<file path="config.mk">
export PLATFORM = sky130hd
export DESIGN_NAME = inmux_skid
export DESIGN_NICKNAME = d
export VERILOG_FILES = /design/src/rtl/inmux_pkg.sv /design/src/rtl/inmux_sat_cnt.sv /design/src/rtl/inmux_skid.sv
export SDC_FILE = /design/constraint.sdc
export NUM_CORES = 1
export LEC_CHECK = 0
export BUFFER_PORTS_ARGS = -buffer_cell sky130_fd_sc_hd__buf_2
export CORE_AREA = 2 2 217 219
export DETAILED_ROUTE_END_ITERATION = 7
export DIE_AREA = 0 0 219 221
export GPL_ROUTABILITY_DRIVEN = 0
export GPL_TIMING_DRIVEN = 1
export PLACE_DENSITY = 0.72
export SLEW_MARGIN = 20
export SYNTH_ARGS = -nofsm -noshare
export SYNTH_HDL_FRONTEND = slang
export SYNTH_HIERARCHICAL = 1
export SYNTH_SLANG_ARGS = --single-unit
</file>
<file path="constraint.sdc">
create_clock -name clk -period 5.1 [get_ports clk]
set_input_delay 0.255 -clock clk [delete_from_list [all_inputs] [get_ports clk]]
set_output_delay 0.255 -clock clk [all_outputs]
set_load 0.05 [all_outputs]
</file>
<file path="src/rtl/inmux_pkg.sv">
// Shared sizing and state encoding for the inmux skid stage and its helpers.
package inmux_pkg;

    localparam int SLICES     = 16;
    localparam int DATA_WIDTH = 16;
    localparam int SELW       = 4;
    localparam int CNTW       = 16;
    localparam int W          = SLICES * DATA_WIDTH;

    typedef logic [1:0] state_t;

    localparam state_t EMPTY = 2'd0;
    localparam state_t ONE   = 2'd1;
    localparam state_t FULL  = 2'd2;

endpackage

</file>
<file path="src/rtl/inmux_sat_cnt.sv">
// Event counter with synchronous clear; sat=1 holds at all-ones, sat=0 wraps.
module inmux_sat_cnt #(
    parameter int CNTW = 16
) (
    input  logic            clk,
    input  logic            clear,
    input  logic            inc,
    input  logic            sat,
    output logic [CNTW-1:0] cnt
);

    logic [CNTW-1:0] cnt_q, cnt_d;

    always_comb begin
        cnt_d = cnt_q;
        if (clear) begin
            cnt_d = '0;
        end else if (inc && !(sat && (&cnt_q))) begin
            cnt_d = cnt_q + 1'b1;
        end
    end

    always_ff @(posedge clk) begin
        cnt_q <= cnt_d;
    end

    assign cnt = cnt_q;

endmodule

</file>
<file path="src/rtl/inmux_skid.sv">
// Two-entry elastic stage behind the inmux data mux: registered data and ack,
// full throughput, plus debug counters for delivered beats and stalled cycles.
module inmux_skid
    import inmux_pkg::state_t, inmux_pkg::EMPTY, inmux_pkg::ONE, inmux_pkg::FULL;
#(
    parameter int SLICES     = inmux_pkg::SLICES,
    parameter int DATA_WIDTH = inmux_pkg::DATA_WIDTH,
    parameter int SELW       = inmux_pkg::SELW,
    parameter int CNTW       = inmux_pkg::CNTW,
    localparam int W         = SLICES * DATA_WIDTH
) (
    input  logic            clk,
    input  logic            reset,
    input  logic [W-1:0]    t_inmux_dat,
    input  logic [SELW-1:0] t_inmux_sel,
    input  logic            t_inmux_req,
    output logic            t_inmux_ack,
    output logic [W-1:0]    i_dat,
    output logic [SELW-1:0] i_sel,
    output logic            i_req,
    input  logic            i_ack,
    output logic [CNTW-1:0] beat_cnt,
    output logic [CNTW-1:0] stall_cnt
);

    state_t          state_q, state_d;
    logic [W-1:0]    main_dat_q, main_dat_d;
    logic [W-1:0]    skid_dat_q, skid_dat_d;
    logic [SELW-1:0] main_sel_q, main_sel_d;
    logic [SELW-1:0] skid_sel_q, skid_sel_d;
    logic            ack_q, ack_d;

    logic in_beat;
    logic out_beat;
    logic stall;

    // ack_q is low in FULL, so an input beat can never arrive there.
    assign in_beat  = t_inmux_req & ack_q;
    assign out_beat = (state_q != EMPTY) & i_ack;
    assign stall    = (state_q != EMPTY) & ~i_ack;

    always_comb begin
        state_d    = state_q;
        main_dat_d = main_dat_q;
        main_sel_d = main_sel_q;
        skid_dat_d = skid_dat_q;
        skid_sel_d = skid_sel_q;
        case (state_q)
            EMPTY: begin
                if (in_beat) begin
                    main_dat_d = t_inmux_dat;
                    main_sel_d = t_inmux_sel;
                    state_d    = ONE;
                end
            end
            ONE: begin
                if (in_beat && out_beat) begin
                    main_dat_d = t_inmux_dat;
                    main_sel_d = t_inmux_sel;
                end else if (in_beat) begin
                    skid_dat_d = t_inmux_dat;
                    skid_sel_d = t_inmux_sel;
                    state_d    = FULL;
                end else if (out_beat) begin
                    state_d    = EMPTY;
                end
            end
            FULL: begin
                if (out_beat) begin
                    main_dat_d = skid_dat_q;
                    main_sel_d = skid_sel_q;
                    skid_dat_d = '0;
                    skid_sel_d = '0;
                    state_d    = ONE;
                end
            end
            default: begin
                state_d = EMPTY;
            end
        endcase
        ack_d = (state_d != FULL);
    end

    always_ff @(posedge clk) begin
        if (reset) begin
            state_q    <= EMPTY;
            main_dat_q <= '0;
            main_sel_q <= '0;
            skid_dat_q <= '0;
            skid_sel_q <= '0;
            ack_q      <= 1'b0;
        end else begin
            state_q    <= state_d;
            main_dat_q <= main_dat_d;
            main_sel_q <= main_sel_d;
            skid_dat_q <= skid_dat_d;
            skid_sel_q <= skid_sel_d;
            ack_q      <= ack_d;
        end
    end

    assign t_inmux_ack = ack_q;
    assign i_dat       = main_dat_q;
    assign i_sel       = main_sel_q;
    assign i_req       = (state_q != EMPTY);

    inmux_sat_cnt #(.CNTW(CNTW)) u_beat_cnt (
        .clk   (clk),
        .clear (reset),
        .inc   (out_beat),
        .sat   (1'b0),
        .cnt   (beat_cnt)
    );

    inmux_sat_cnt #(.CNTW(CNTW)) u_stall_cnt (
        .clk   (clk),
        .clear (reset),
        .inc   (stall),
        .sat   (1'b1),
        .cnt   (stall_cnt)
    );

endmodule
</file>
==> results.tsv, run 1 <==
stage	metric	value	unit
run_status	status	finished clean	
sta	maxSlewHeadroom	0.170	
global_routing	gr-usage-met3	0.0642	
floorplan	start_util	0.456	
logic_synthesis	synth_area	0.0210	mm^2
power	power.internal	7.50	mW
global_routing	grt_pass1_vias	18600	
logic_synthesis	ys_dominant_reg_cell	dfxtp_1	
power	p_leak	13.7	nW
cells_and_area	drive_gt1_frac	0.255	
drt	ant_nets	0	
sta	rsz0062_at_grt	no	
power	power_density	365	mW/mm^2
logic_synthesis	ys_seq_area_frac	0.529	
setup_path	required	5590	ps
power	switching_power	2.90	mW
setup_path	critPathCaptureType	register	
power	power_switching_share	0.279	
drt	drcViolationCount	0	
sta	hold_ws	208	ps
drt	first_iter_violations	1336	
drt	post_drt_wl_per_cell	18.8	um
sta	min_period	2610	ps
setup_path	cp.arrival	3100	ps
floorplan	die_h	221	um
logic_synthesis	synth_top_area_cell	dfxtp_1	
floorplan	core_area	0.0461	mm^2
global_routing	antenna_found_initial	9	
drt	via_count	18500	
logic_synthesis	netlist_top_cells_area	dfxtp_1, mux2i_1, a22o_1	
logic_synthesis	synthesis.nets	2228	
clocking	htree_num_levels	2	
global_routing	grt.met1_usage	0.297	
sta	fmax	383	MHz
global_routing	grt.total_usage	0.247	
setup_path	cp-start-kind	register	
logic_synthesis	synth_cell_types	55	
setup_path	cp_max_fo	244	
logic_synthesis	yosysTopAreaCellShare	0.529	
sta	drv_slew	0	
logic_synthesis	synth-seq-cells	555	
clocking	clk_pin_slew	60	ps
clocking	cts-root-buf	clkbuf_16	
power	finalPower	10.4	mW
clocking	numCtsBuffers	56	
hold_path	hold_class	in2reg	
power	pwr-share-clk	0.399	
global_routing	gr-total-overflow	0	
clocking	clockBufferDepth	3	
power	combPwrFrac	0.157	
floorplan	num_io_pins	558	
logic_synthesis	ys_warn_count	6	
clocking	post_cts_resized	0	
setup_path	cpPeakStageDelay	570	ps
place	place_ws	2670	ps
sta	setup_slack	2490	ps
cells_and_area	final_nets	2938	
sta	setup-tns-final	0	ps
setup_path	slowest_stage	buf_12	
sta	finalSetupViolCount	0	
floorplan	die_w	219	um
setup_path	path_cells	nor2b_2 > o31ai_4 > buf_12 > nor2_1 > a211oi_1	
global_routing	grt_max_degree	245	
cells_and_area	postLayoutCoreUtil	0.618	
drt	dr.pass1.iters	7	
sta	skew	21.3	ps
clocking	cts_tree	built	
floorplan	rows	79	
drt	viasPerCell	5.55	
logic_synthesis	synth-edff-count	0	
place	dpl.hpwl	37.7	mm
sta	worst_pin_slew	1240	ps
sta	final_hold_viol_count	0	
global_routing	grt_pass1_wl	98.4	mm
setup_path	critical_path.top_delay_family	compound AO/OA/AOI/OAI gates	
global_routing	busiest_layer	met2	
floorplan	fp.dieArea	0.0484	mm^2
sta	fin_crit_sh	0.512	
logic_synthesis	async_flop_share	0	
power	pwr-share-seq	0.445	
power	irDropWorstVdd	329	uV
cells_and_area	syn2layout_area_growth	35.6	%
global_routing	use_met2	0.408	
drt	routed_wl	62.5	mm
place	port_buffers	557	
clocking	clock_sinks	555	
setup_path	path_buf_inv	1	
logic_synthesis	synth_area_per_cell	10.7	um^2
logic_synthesis	synth_cells	1962	
setup_path	crit_type	reg2reg	
flow_run	cap_viol_max_count	0	
clocking	clk_latency	600	ps
[kinds of logic (layout without fill, tap and decap cells)]
family | after synthesis | count (layout) | share of synthesized area
AOI/OAI and AO/OA | 579 | 579 | 0.220
other | 2 | 11 | 0.000358
buffers and inverters | 189 | 940 | 0.0397
muxes | 265 | 265 | 0.126
DFF | 555 | 555 | 0.529
and+or+nand+nor | 370 | 370 | 0.0829
adders and majority gates | 2 | 2 | 0.00119
[cells in the final DEF, fill, tap and decap left out, types with 3 or more instances in the layout]
cell type | netlist | routed
nor3b_1 | 4 | 4
nor4_2 | 4 | 4
and2_1 | 3 | 3
inv_1 | 8 | 8
nand3_2 | 4 | 4
nand2_1 | 18 | 18
nand4_1 | 8 | 8
bufinv_16 | 0 | 5
nor4_1 | 4 | 4
a21o_1 | 4 | 4
a211oi_1 | 262 | 262
buf_4 | 2 | 7
clkbuf_16 | 0 | 56
clkinv_2 | 0 | 7
nor2_1 | 270 | 270
dfxtp_1 | 555 | 555
clkbuf_1 | 88 | 14
a31oi_1 | 8 | 8
a22o_1 | 260 | 260
nor2b_1 | 4 | 4
o21a_1 | 4 | 4
nand3_1 | 6 | 6
buf_2 | 82 | 556
mux2i_1 | 263 | 263
a21oi_1 | 22 | 22
nor3_1 | 16 | 16
dlygate4sd3_1 | 0 | 261
clkbuf_8 | 0 | 13
buf_12 | 0 | 8
diode_2 | 0 | 9
a311oi_1 | 4 | 4
[power groups by stage]
stage | sequential, mW | combinational, mW | clock (mW)
floorplan | 5.28 | 0.452 | 0
global placement | 4.71 | 1.42 | 0
detailed placement | 4.72 | 1.45 | 0
CTS | 4.62 | 1.62 | 4.21
global route | 4.65 | 1.73 | 4.41
finish | 4.63 | 1.63 | 4.15
[through the flow]
step                instance area, um^2  cells
floorplan                         21000   1962
global placement                  24000   2960
detailed placement                24000   2960
CTS                               28500   3320
global route                      28500   3329
finish                            28500   3329
[layout make-up]
class                      instances  area (um^2)
antenna                            9         22.5
clock buffer                      83         1630
clock inverter                    16          226
fill                            3551        17600
inverter                           8         30.0
multi-input combinational       1218         9080
sequential                       555        11100
tap                              607          759
timing repair buffer             833         5620
[timing repair]
action | in CTS | in global routing
endpoints found under the hold margin | 389 | 0
buffers inserted | 0 | 0
hold buffers | 261 | 0
[cell usage after synthesis (3+ instances only)]
library cell	n
dfxtp_1	555
nor2_1	270
mux2i_1	263
a211oi_1	262
a22o_1	260
clkbuf_1	88
buf_2	82
a21oi_1	22
nand2_1	18
nor3_1	16
a31oi_1	8
inv_1	8
nand4_1	8
buf_1	7
nand3_1	6
a21o_1	4
a311oi_1	4
nand3_2	4
nor2b_1	4
nor3b_1	4
nor4_1	4
nor4_2	4
o21a_1	4
and2_1	3
[state kept, by name, summed over array words and instances (netlist names)]
register,flops
u_stall_cnt/cnt,16
state_q,2
skid_sel_q,4
t_inmux_ack,1
skid_dat_q,256
i_dat,256
u_beat_cnt/cnt,16
i_sel,4
[worst paths after layout]
path / from / end / slack [ps] / cells after the start
max: state_q[0] / i_dat[162] / 2490 / 5
min: reset / t_inmux_ack / 210 / 2
max reg2reg: state_q[0] / i_dat[162] / 2490 / 5
min reg2reg: skid_dat_q[68] / skid_dat_q[68] / 470 / 1
[worst reg2reg max path, delay by kind of cell, from the launching register on]
| family | cells | cell delay [ps] |
|---|---|---|
| flops | 1 | 350 |
| buf+inv | 1 | 580 |
| compound gates | 2 | 840 |
| simple gates | 2 | 730 |
[layer usage]
metal	up-vias	wire length, um
met1	8803	25600
met5	-	0
li1	8770	-
met4	0	3210
met2	705	29200
met3	187	4510
(Power assumes the default switching activity.)
==> run 2, diff against run 1 <==
--- a/config.mk
+++ b/config.mk
@@ -6,12 +6,12 @@
 export NUM_CORES = 1
 export LEC_CHECK = 0
 export BUFFER_PORTS_ARGS = -buffer_cell sky130_fd_sc_hd__buf_2
-export CORE_AREA = 2 2 217 219
+export CORE_AREA = 2 2 215 217
 export DETAILED_ROUTE_END_ITERATION = 7
-export DIE_AREA = 0 0 219 221
+export DIE_AREA = 0 0 217 219
 export GPL_ROUTABILITY_DRIVEN = 0
 export GPL_TIMING_DRIVEN = 1
-export PLACE_DENSITY = 0.72
+export PLACE_DENSITY = 0.73
 export SLEW_MARGIN = 20
 export SYNTH_ARGS = -nofsm -noshare
 export SYNTH_HDL_FRONTEND = slang
==> constraint.sdc (replaced) <==
create_clock -name clk -period 2.6 [get_ports clk]
set_input_delay 0.13 -clock clk [delete_from_list [all_inputs] [get_ports clk]]
set_output_delay 0.13 -clock clk [all_outputs]
set_load 0.05 [all_outputs]
==> run 2 against run 1 <==
Compared with the run above:
- global-route usage rose by 1.5 points
- clock skew decreased by 9.5 ps
- non-clock buffer count is 33 higher
- cell count grew 0.75%
- critical endpoint is now u_stall_cnt/cnt[15]
- sequential power is 96% higher
- utilization up 2.1 points
- total power up 95%
==> results.tsv, run 2 (synthesis results as in run 1) <==
stage	metric	value	unit	change
floorplan	fp.dieArea	0.0475	mm^2	-1.8%
clocking	clockBufferDepth	3		unchanged
hold_path	hold_class	in2reg		
sta	fin_crit_sh	0.869		+0.356
drt	routed_wl	65.6	mm	+4.8%
power	power.internal	14.6	mW	+94%
flow_run	cap_viol_max_count	0		unchanged
setup_path	cp-start-kind	register		
setup_path	r2r-end	u_stall_cnt/cnt[15]		
sta	fmax	443	MHz	+16%
clocking	clk_pin_slew	60	ps	about the same
power	pwr-share-clk	0.390		-0.009
setup_path	cp_max_fo	7		-97%
sta	rsz0062_at_grt	no		
clocking	ctsHoldBuffers	262		+0.38%
power	switching_power	5.71	mW	+97%
power	finalPower	20.3	mW	+95%
sta	finalSetupViolCount	0		unchanged
power	p_leak	13.9	nW	+1.4%
global_routing	grt_pass1_wl	101	mm	+3.0%
cells_and_area	layout_common_cells	buf_2, dfxtp_1, nor2_1		
clocking	postCtsSetupBuffers	0		unchanged
power	combPwrFrac	0.162		+0.005
run_status	status	finished clean		
floorplan	start_util	0.466		+0.00984
setup_path	cp.arrival	2730	ps	-370 ps
setup_path	reg2regPathDepth	6		+1
cells_and_area	multi_input_area	0.00908	mm^2	unchanged
cells_and_area	seqCellArea	0.0111	mm^2	unchanged
hold_path	min_path_cells	5		+3
sta	final_hold_viol_count	0		unchanged
clocking	clock_sinks	555		unchanged
setup_path	r2r_slack	340	ps	-2140 ps
global_routing	grt_max_degree	134		-45%
cells_and_area	fill_cells	3363		-5.3%
sta	skew	11.8	ps	-9.50 ps
sta	drv_slew	0		unchanged
cells_and_area	syn2layout_area_growth	37.4	%	
drt	drcViolationCount	0		unchanged
drt	ant_nets	0		unchanged
clocking	post_cts_resized	0		unchanged
floorplan	rows	78		-1.3%
cells_and_area	final_nets	2970		+1.1%
place	dpl.hpwl	39.7	mm	+5.3%
hold_path	min_from	t_inmux_req		
power	power_switching_share	0.282		+0.00274
global_routing	gr-total-overflow	0		unchanged
floorplan	die_w	217	um	-0.91%
setup_path	required	3070	ps	-2520 ps
global_routing	grt.total_usage	0.262		+0.0153
sta	setup-tns-final	0	ps	unchanged
power	irDropWorstVdd	552	uV	+68%
power	power_density	703	mW/mm^2	+92%
clocking	cts_tree	built		
drt	dr.pass1.iters	5		-2
sta	min_period	2260	ps	-355 ps
global_routing	antenna_found_initial	7		-2
place	port_buffers	557		unchanged
setup_path	critPathCaptureType	register		
global_routing	grt_pass1_vias	19000		+1.9%
floorplan	core_area	0.0451	mm^2	-2.1%
floorplan	num_io_pins	558		unchanged
clocking	clk_latency	590	ps	about the same
clocking	cts-root-buf	clkbuf_16		
power	pwr-share-seq	0.448		+0.003
hold_path	hold_path_end	t_inmux_ack		
setup_path	worstReg2RegStart	state_q[0]		
sta	maxSlewHeadroom	0.308		+0.138
cells_and_area	drive_gt1_frac	0.261		+0.00660
clocking	numCtsBuffers	55		-1.8%
drt	viasPerCell	5.67		+2.3%
clocking	htree_num_levels	2		unchanged
drt	first_iter_violations	1380		+3.3%
drt	via_count	19000		+3.1%
setup_path	crit_type	reg2reg		
drt	post_drt_wl_per_cell	19.5	um	+4.0%
floorplan	die_h	219	um	-0.90%
cells_and_area	final_common_cell	buf_2		
sta	worst_pin_slew	1030	ps	-215 ps
run 2: cell types whose count changed in the layout (fill, tap and decap cells not counted), sizes merged, moves of 2 or more:
cell	before	now
buf	572	604
clkbuf	83	86
bufinv	5	3
clkinv	8	6
run 2: critical path, cell delays in order, from the launching register on:
cell and delay (ps):
dfxtp_1 400, or2_2 170, nor2b_1 420, and4_4 350, nor4b_4 240, nor3b_2 210, mux2_2 350
run 2: routing by layer:
layer  global-route usage  wire length (um)
met1                0.311             26000
met2                0.446             31900
met3               0.0536              4270
met4                0.141              3410
met5                    0                 0
run 2: metrics by stage:
step                cells  setup slack (ps)  hold slack (ps)  area, um^2   util
floorplan            1962               329              254       21000      -
global placement     2985               452              359       24400  0.542
detailed placement   2985               407              366       24400  0.542
CTS                  3344               390              144       28800  0.639
global route         3350               223              205       28800  0.640
finish               3354               342              178       28900  0.640
run 2: worst max-delay path by stage:
stage | startpoint | endpoint | slack (ps) | depth (start not counted)
after floorplan | state_q[1] | u_stall_cnt/cnt[15] | 330 | 7
after global placement | state_q[0] | u_stall_cnt/cnt[15] | 450 | 6
after detailed placement | state_q[0] | u_stall_cnt/cnt[15] | 410 | 6
after CTS | state_q[0] | u_stall_cnt/cnt[15] | 390 | 6
after global routing | state_q[0] | u_stall_cnt/cnt[15] | 220 | 6
final | state_q[0] | u_stall_cnt/cnt[15] | 340 | 6
run 2: area by class of cell:
type | count | area share
flip-flops and latches | 555 | 0.385
clock inverters | 11 | 0.00473
clock buffers | 86 | 0.0570
inverters | 8 | 0.00104
multi-input cells | 1218 | 0.315
repair buffers | 866 | 0.211
diodes | 10 | 0.000867
well taps | 600 | 0.0260
run 2: power by group through the flow:
| stage | registers, mW | clock network [mW] | logic (mW) |
|---|---|---|---|
| after CTS | 9.08 | 8.00 | 3.23 |
| after detailed placement | 9.26 | 0 | 2.90 |
| after global placement | 9.24 | 0 | 2.85 |
| after global routing | 9.12 | 8.35 | 3.46 |
| after floorplan | 10.3 | 0 | 0.886 |
| final | 9.09 | 7.90 | 3.28 |
==> run 3, diff against run 2 <==
--- a/config.mk
+++ b/config.mk
@@ -6,14 +6,13 @@
 export NUM_CORES = 1
 export LEC_CHECK = 0
 export BUFFER_PORTS_ARGS = -buffer_cell sky130_fd_sc_hd__buf_2
-export CORE_AREA = 2 2 215 217
+export CORE_AREA = 2 2 216 218
 export DETAILED_ROUTE_END_ITERATION = 7
-export DIE_AREA = 0 0 217 219
+export DIE_AREA = 0 0 218 220
 export GPL_ROUTABILITY_DRIVEN = 0
 export GPL_TIMING_DRIVEN = 1
-export PLACE_DENSITY = 0.73
+export PLACE_DENSITY = 0.79
 export SLEW_MARGIN = 20
 export SYNTH_ARGS = -nofsm -noshare
 export SYNTH_HDL_FRONTEND = slang
-export SYNTH_HIERARCHICAL = 1
 export SYNTH_SLANG_ARGS = --single-unit
==> run 3 against run 2 <==
Compared with the run above:
- worst setup slack improved by 2.0 ps
- cell count grew 15%
- synthesized cell count is 28% higher
- via count is 20% higher
==> results.tsv, run 3 <==
stage	metric	value	unit	change
sta	skew	9.80	ps	-1.97 ps
floorplan	rows	79		+1.3%
global_routing	grt_pass1_vias	21800		+15%
cells_and_area	syn2layout_area_growth	36.7	%	
logic_synthesis	synth_area_per_cell	8.45	um^2	-21%
power	irDropWorstVdd	706	uV	+28%
power	finalPower	20.4	mW	+0.68%
run_status	status	finished clean		
place	dpl.hpwl	43.4	mm	+9.4%
sta	min_period	2260	ps	-2.00 ps
cells_and_area	final_common_cell	buf_2		
drt	ant_nets	0		unchanged
cells_and_area	multi_input_area	0.00914	mm^2	+0.62%
logic_synthesis	synthesis.nets	2783		+25%
global_routing	gr-total-overflow	0		unchanged
sta	rsz0062_at_grt	no		
setup_path	worstReg2RegStart	state_q[1]		
place	port_buffers	557		unchanged
sta	setup-tns-final	0	ps	unchanged
logic_synthesis	ys_seq_area_frac	0.523		-0.00644
logic_synthesis	async_flop_share	0		unchanged
setup_path	path_cells	nor2b_4 > buf_12 > nand2_1 > a311oi_1		
power	power_density	702	mW/mm^2	about the same
sta	drv_slew	0		unchanged
sta	fin_crit_sh	0.868		about the same
clocking	cts_tree	built		
clocking	cts-root-buf	clkbuf_16		
clocking	numCtsBuffers	54		-1.8%
floorplan	fp.dieArea	0.0480	mm^2	+0.92%
logic_synthesis	netlist_top_cells_area	dfxtp_1, a311oi_1, nand2_1		
logic_synthesis	synth-edff-count	0		unchanged
global_routing	grt_pass1_wl	112	mm	+10%
flow_run	cap_viol_max_count	0		unchanged
setup_path	required	3080	ps	about the same
cells_and_area	drive_gt1_frac	0.222		-0.0391
clocking	clk_pin_slew	60	ps	about the same
logic_synthesis	synth_cell_types	49		-11%
drt	first_iter_violations	2441		+77%
setup_path	critPathCaptureType	register		
logic_synthesis	synth_cells	2517		+28%
drt	routed_wl	72.3	mm	+10%
logic_synthesis	synth_top_area_cell	dfxtp_1		
cells_and_area	postLayoutCoreUtil	0.634		-0.00602
hold_path	hold_class	in2reg		
setup_path	reg2regPathDepth	4		-2
floorplan	die_h	220	um	+0.46%
floorplan	core_area	0.0459	mm^2	+1.7%
setup_path	slowest_stage	dfxtp_1		
clocking	postCtsSetupBuffers	0		unchanged
logic_synthesis	synth-seq-cells	555		unchanged
clocking	clock_sinks	555		unchanged
logic_synthesis	synth_area	0.0213	mm^2	+1.2%
cells_and_area	fill_cells	3385		+0.65%
power	p_leak	12.1	nW	-13%
drt	drcViolationCount	0		unchanged
floorplan	start_util	0.464		-0.00223
logic_synthesis	ys_dominant_reg_cell	dfxtp_1		
hold_path	min_path_cells	2		-3
cells_and_area	layout_common_cells	buf_2, dfxtp_1, nand2_1		
global_routing	antenna_found_initial	4		-3
sta	worst_pin_slew	857	ps	-172 ps
setup_path	cp_max_fo	136		+129
setup_path	cp-start-kind	register		
setup_path	r2r-end	i_dat[83]		
sta	finalSetupViolCount	0		unchanged
drt	dr.pass1.iters	6		+1
floorplan	num_io_pins	558		unchanged
floorplan	die_w	218	um	+0.46%
cells_and_area	final_nets	3484		+17%
sta	final_hold_viol_count	0		unchanged
global_routing	grt.total_usage	0.283		+0.0203
drt	viasPerCell	5.90		+4.0%
hold_path	hold_path_end	skid_dat_q[80]		
drt	via_count	22800		+20%
clocking	clk_latency	600	ps	about the same
logic_synthesis	yosysTopAreaCellShare	0.523		-0.00644
logic_synthesis	ys_warn_count	0		-6
logic_synthesis	synth.most_common_cell	dfxtp_1		
setup_path	cp.arrival	2740	ps	about the same
drt	post_drt_wl_per_cell	18.7	um	-4.4%
global_routing	grt_max_degree	137		+2.2%
setup_path	crit_type	reg2reg		
hold_path	min_from	reset		
logic_synthesis	yosys-top-cells-count	dfxtp_1, nand2_1, nor2_1		
sta	fmax	443	MHz	about the same
cells_and_area	seqCellArea	0.0111	mm^2	unchanged
setup_path	crit_path_start	state_q[1]		
sta	hold_ws	31.8	ps	-147 ps
clocking	clockBufferDepth	3		unchanged
sta	maxSlewHeadroom	0.428		+0.121
setup_path	cpPeakStageDelay	640	ps	+220 ps
clocking	htree_num_levels	2		unchanged
setup_path	r2r_slack	340	ps	about the same
## run 3: cell types whose count changed after synthesis, sizes merged, moves of 27 or more
| cell | before | now |
|---|---|---|
| mux2i | 263 | 1 |
| nor2 | 270 | 533 |
| nand2 | 20 | 534 |
| a311oi | 4 | 260 |
| a22o | 260 | 0 |
| buf | 93 | 66 |
| a22oi | 0 | 261 |
| a211oi | 262 | 2 |
| clkbuf | 88 | 175 |
## run 3: repair_timing
| item | 4_1_cts | 5_1_grt |
|---|---|---|
| hold buffers | 260 | 0 |
| gates resized for setup | 0 | 0 |
| endpoints found under the hold margin | 520 | 0 |
## run 3: cells by family (layout without fill, tap and decap cells)
group | count (synthesis) | after routing | synth area share
buf+inv | 248 | 990 | 0.0491
xor+xnor | 9 | 9 | 0.00371
simple gates | 1127 | 1127 | 0.207
mux | 1 | 1 | 0.000471
other cells | 0 | 3 | 0
compound gates | 575 | 575 | 0.216
flops | 555 | 555 | 0.523
fa+ha+maj | 2 | 2 | 0.00118
## run 3: worst max path at each step
stage / slack, ps / depth (start not counted) / end
after floorplan: 250 / 6 / u_stall_cnt.cnt[14]
after global placement: 470 / 4 / u_stall_cnt.cnt[14]
after detailed placement: 410 / 4 / u_stall_cnt.cnt[14]
after CTS: 390 / 4 / u_stall_cnt.cnt[14]
after global routing: 260 / 6 / skid_dat_q[101]
final: 340 / 4 / i_dat[83]
## run 3: layer usage
| metal | vias to the layer above | wire length [um] | global-route usage |
|---|---|---|---|
| met5 | - | 13 | 0 |
| li1 | 10300 | - | - |
| met4 | 2 | 3830 | 0.151 |
| met1 | 10800 | 27400 | 0.332 |
| met2 | 1401 | 34700 | 0.477 |
| met3 | 308 | 6330 | 0.0675 |
## run 3: report_power, final
| part | internal [mW] | switching, mW |
|---|---|---|
| Combinational | 1.07 | 2.32 |
| Sequential | 8.88 | 0.233 |
| Clock | 4.57 | 3.33 |
| Total | 14.5 | 5.88 |
## run 3: cell type report
class                   instances  share of cell area
flip-flops and latches        555               0.382
multi-input cells            1714               0.314
repair buffers                886               0.215
clock buffers                  87              0.0588
well taps                     607              0.0261
clock inverters                10             0.00271
inverters                       7            0.000904
diodes                          3            0.000258
## run 3: critical path, delay by kind of cell, from the launching register on
family / cells / cell delay (ps)
and+or+nand+nor: 2 / 500
buffers and inverters: 1 / 450
AOI/OAI and AO/OA: 1 / 340
DFF: 1 / 640
## run 3: through the flow
step           setup slack (ps)  cells  instance area (um^2)
2_1_floorplan               251   2517                 21300
3_3_place_gp                472   3509                 24700
3_5_place_dp                407   3509                 24700
4_1_cts                     392   3866                 29100
5_1_grt                     258   3869                 29100
6_report                    344   3869                 29100
